==> src/rtl/tdr_scan_sequencer.sv <==
// tdr_scan_sequencer: sequences capture/shift/update of one TDR scan chain and collects TDO into a readback word.
module tdr_scan_sequencer #(
  parameter int LEN = 128,
  localparam int CW = $clog2(LEN)
) (
  input  logic           tck,
  input  logic           reset,
  input  logic           start,
  input  logic [1:0]     op,
  input  logic           abort,
  input  logic [LEN-1:0] data_in,
  output logic [LEN-1:0] data_out,
  output logic           busy,
  output logic           done,
  output logic           aborted,
  output logic           shift_en,
  output logic           capture_en,
  output logic           update_en,
  output logic           tdi,
  input  logic           tdo
);
  typedef enum logic [2:0] {IDLE, CAPTURE, SHIFT, UPDATE, DONE} state_t;
  state_t         state, state_n;
  logic [LEN-1:0] tx, rx, rx_n;
  logic [CW-1:0]  cnt;
  logic           upd_q, accept, abort_hit;
  assign accept    = (state == IDLE) && start && !abort;
  assign abort_hit = abort && (state inside {CAPTURE, SHIFT, UPDATE});
  assign rx_n      = {rx[LEN-2:0], tdo};
  always_comb begin
    state_n = state;
    unique case (state)
      IDLE:    state_n = accept ? (op[0] ? CAPTURE : SHIFT) : IDLE;
      CAPTURE: state_n = abort ? IDLE : SHIFT;
      SHIFT:   state_n = abort ? IDLE : (cnt == CW'(LEN-1)) ? (upd_q ? UPDATE : DONE) : SHIFT;
      UPDATE:  state_n = abort ? IDLE : DONE;
      DONE:    state_n = IDLE;
      default: state_n = IDLE;
    endcase
  end
  assign busy       = state != IDLE;
  assign done       = state == DONE;
  assign shift_en   = state == SHIFT;
  assign capture_en = state == CAPTURE;
  assign update_en  = state == UPDATE;
  assign tdi        = shift_en & tx[LEN-1];
  always_ff @(posedge tck) begin
    if (reset) begin
      state    <= IDLE;
      tx       <= '0;
      rx       <= '0;
      cnt      <= '0;
      upd_q    <= 1'b0;
      aborted  <= 1'b0;
      data_out <= '0;
    end else begin
      state   <= state_n;
      aborted <= abort_hit;
      cnt     <= shift_en ? cnt + CW'(1) : '0;
      if (accept) begin
        tx    <= data_in;
        upd_q <= op[1];
      end else if (shift_en) begin
        tx <= {tx[LEN-2:0], 1'b0};
      end
      if (shift_en) rx <= rx_n;
      // readback is published on entry to DONE so it is valid alongside the done pulse
      if (state_n == DONE && state != DONE) data_out <= shift_en ? rx_n : rx;
    end
  end
endmodule

==> config.mk <==
export PLATFORM = sky130hd
export DESIGN_NAME = tdr_scan_sequencer
export DESIGN_NICKNAME = d
export VERILOG_FILES = /design/src/rtl/tdr_scan_sequencer.sv
export SDC_FILE = /design/constraint.sdc
export NUM_CORES = 1
export LEC_CHECK = 0
export BUFFER_PORTS_ARGS = -buffer_cell sky130_fd_sc_hd__buf_2
export CORE_MARGIN = 2
export CORE_UTILIZATION = 50
export DETAILED_ROUTE_END_ITERATION = 8
export PLACE_DENSITY = 0.72
export SYNTH_ARGS = -nofsm -noshare
export SYNTH_HDL_FRONTEND = slang
export SYNTH_SLANG_ARGS = --single-unit
==> constraint.sdc <==
create_clock -name tck -period 2.55 [get_ports tck]
set_input_delay 0.255 -clock tck [delete_from_list [all_inputs] [get_ports tck]]
set_output_delay 0.255 -clock tck [all_outputs]
set_load 0.1 [all_outputs]
==> results by group <==
Setup path
  • Critical Path End: shift_en
  • Worst EP required: 2.30 ns
  • Worst path bufs/invs: 3
  • Critical path origin: state[1]
  • Register-to-register setup slack: 0.28 ns
  • Worst Setup End Kind: output pin
  • RR Startpoint: state[0]
  • Critical-path top delay cell: or3b_4
  • CP max FO: around 60
  • Reg2reg end: data_out[51]
  • Critical Path Max Stage Delay: 0.48 ns
  • Worst EP arrival: 2.17 ns
  • Startpoint class of the critical path: register
  • CP most frequent cell: buf_12
  • Critical Path Stages: 4
  • Reg2Reg Depth: 5
  • Worst-path cell chain: or3b_4 -> clkinv_8 -> buf_12 -> buf_12
  • Crit-path leading delay family: buffers and inverters
  • Crit path kind: register to output pin

Power
  • Part of the power in registers: 0.486
  • Worst vdd ir: 0.0004898 V
  • Clk network pwr share: 0.453
  • Pleak: 7.614 nW
  • Comb power frac: 0.061
  • Net Sw Frac: 0.2340
  • Internal power: 10.13 mW
  • Switching pwr: 3.095 mW
  • Power density cells: 687.0 mW/mm^2

Floorplan
  • IO Count: 270
  • Row cnt: 65
  • Die width: 181.7 um
  • Die area: 0.03301 mm^2
  • Die Ht: 181.7 um
  • Initial core utilization: 0.5041
  • Core ar.: 0.03131 mm^2

Routing
  • Initial drt markers: 991
  • Drt total wl: 36,020 um
  • Vias: 12,637
  • Post-route ant nets: 0
  • DRC violations left: 0
  • Routed len/inst: 14.85 um
  • First drt pass iteration count: 5
  • Vias per inst: 5.209

Logic synthesis
  • Post-synthesis mux area share: 0.09131
  • Seq/Total Area, Yosys: 0.5022
  • Unique cell type count in the Yosys netlist: 32
  • #FFs+latches synth: 396
  • EDFF count, synth: 0
  • Syn avg cell area: 9.082 um^2
  • Syn nets: 1,874
  • Synth top area cells: dfxtp_1 (50%), nand2_1 (12%), mux2_2 (9.1%)
  • Synth cell count leaders: nand2_1 (512), dfxtp_1 (396), nor2_1 (131)
  • Yosys top cell by area: dfxtp_1
  • Synth Instances: roughly 1,700
  • Synthesized cell area: 0.01579 mm^2
  • Largest family of logic cells by synthesized area: simple AND/OR/NAND/NOR gates
  • Post-synthesis simple-gate area fraction: 0.2140
  • Most used DFF post-synth: dfxtp_1
  • Synth Area in Compound Gates: 0.1378
  • Adder-cell share of the synthesized area: 0.0007926
  • Top cell type's share of synthesized area: 0.5022
  • Share of async-settable or async-resettable flops after synthesis: 0
  • Post-Synth XOR/XNOR Area: 0.002774
  • Yosys warning total: 0
  • Most frequent cell after synthesis: nand2_1

STA
  • Relative slew slack: 0.3297
  • Final Hold Fails: 0
  • Worst Skew: 0.02033 ns
  • FMAX: just over 400 MHz
  • Fin crit period: between 2 and 2.5 ns
  • Tcrit/Tclk final: 0.9501
  • Slew Limit Fails: 0
  • Endpoints failing setup: 0
  • RSZ-0062 raised after global routing: no
  • Min Hold Slack: 0.01387 ns
  • Actual slew at the worst max-slew pin: 1.005 ns
  • TNS Setup: 0 ns

Clock network
  • Num CTS Buffers: 43
  • Clk buf depth: 3
  • CTS tree: built
  • Root buffer cell: clkbuf_16
  • H-Tree Depth: 2
  • Worst-path clk slew: 0.06 ns
  • Skew-Pair Late Insertion Delay: 0.55 ns
  • Number of buffers added for setup after CTS: 0
  • Clock sinks: 396

Hold path
  • Hold WC Path Type: input port to register
  • Hold path depth: 3

Global routing
  • First-pass GRT wire length: between 50,000 and 60,000 um
  • Vias in the first global route: 11,990
  • All-Layer GR Usage: 0.2113
  • Initial antenna violation count: 0
  • Pin count of the biggest net entering global routing: 130
  • Grt total ovfl: 0

Finish
  • Fill count: 2,592
  • Area grow syn2layout: 21.96%
  • Final net count: 2,125
  • Multi-input gate area: around 0.007 mm^2
  • Register area: slightly below 0.008 mm^2
  • Layout cell share with drive strength beyond 1: 0.2926

Placement
  • IO buf count: approximately 270
  • DPL Wire Length: between 20,000 and 25,000 um
  • Routability cong.: 0.7947

Run
  • MaxCap Viol Count: 0

Run status
  • Status: completed
-- layout by cell type (no fill, tap or decap), types with 3 or more instances in the layout --
cell type / netlist / routed
clkbuf_16: 0 / 43
nor3_1: 8 / 8
nand2_1: 512 / 512
a311oi_1: 126 / 126
nor3b_1: 4 / 3
xnor2_1: 3 / 3
dlygate4sd3_1: 0 / 59
nor2_1: 131 / 131
buf_2: 29 / 266
nor2b_1: 129 / 129
clkinv_2: 0 / 10
clkbuf_1: 83 / 13
clkbuf_8: 0 / 7
nand3_1: 6 / 5
o21ai_0: 4 / 3
a21oi_2: 101 / 101
buf_4: 4 / 7
a21oi_1: 30 / 30
dfxtp_1: 396 / 396
mux2_2: 128 / 128
buf_12: 0 / 18
-- state kept, by name (all words and copies together) (netlist names) --
name	cells
data_out	128
rx	128
tx	128
cnt	7
state	3
aborted	1
upd_q	1
-- routing by layer --
layer / GRT usage / vias to the layer above / routed length [um]
met4: 0.06211 / 0 / 900
met5: 0 / - / 0
met3: 0.05154 / 62 / 2507
met1: 0.2905 / 5920 / 16580
met2: 0.3304 / 337 / 16040
li1: - / 6318 / -
-- final cells by class --
| class | count | share of cell area |
|---|---|---|
| Sequential cell | 396 | 0.4118 |
| Clock buffer | 63 | 0.06343 |
| Multi-Input combinational cell | 1195 | 0.3679 |
| Tap cell | 402 | 0.02613 |
| Clock inverter | 16 | 0.007539 |
| Timing Repair Buffer | 351 | 0.1221 |
| Inverter | 2 | 0.001040 |
| Antenna cell | 1 | 0.0001300 |
-- cell families (layout without fill, tap and decap cells) --
group                    Yosys count  count (layout)
AO/OA/AOI/OAI                    263             263
flip-flops                       396             396
adder cells (fa/ha/maj)            1               1
AND/OR/NAND/NOR                  798             798
multiplexers                     128             128
other                              0               1
buffers and inverters            147             432
XOR/XNOR                           5               5
-- worst min-delay path: cells and delay by family --
kind	cells	cell delay, ns
AND/OR/NAND/NOR	1	0.10
buffers and inverters	1	0.09
AO/OA/AOI/OAI	1	0.06
-- through the flow --
step | instances | cell area, um^2 | utilization | worst slack, ns | total power [mW]
detailed placement | 2287 | 17290 | 0.5521 | 0.3636 | 7.284
floorplan | 1738 | 15790 | - | 0.1034 | 7.049
global route | 2425 | 19250 | 0.6147 | 0.006260 | 13.71
CTS | 2425 | 19240 | 0.6146 | 0.01783 | 13.34
global placement | 2287 | 17290 | 0.5521 | 0.4211 | 7.270
finish | 2426 | 19250 | 0.6148 | 0.1272 | 13.23
-- power groups by stage --
stage / Combinational, mW / Clock [mW] / Sequential, mW
after floorplan: 0.503 / 0 / 6.55
after global placement: 0.712 / 0 / 6.56
after detailed placement: 0.722 / 0 / 6.56
after CTS: 0.801 / 6.11 / 6.43
after global routing: 0.888 / 6.37 / 6.44
final: 0.804 / 5.99 / 6.43
-- how the worst min path moves through the flow --
stage,start,to
final,data_in[60],tx[60]
after global routing,data_in[97],tx[97]
after CTS,data_in[63],tx[63]
after detailed placement,tx[126],tx[126]
after global placement,rx[127],rx[127]
after floorplan,abort,state[1]
-- timing repair --
action | CTS | global route
hold buffers | 59 | 0
gates resized for setup | 0 | 1
hold endpoints to repair | 60 | 0
setup endpoints to repair | 0 | 2
Power figures use the tool's default switching activity.
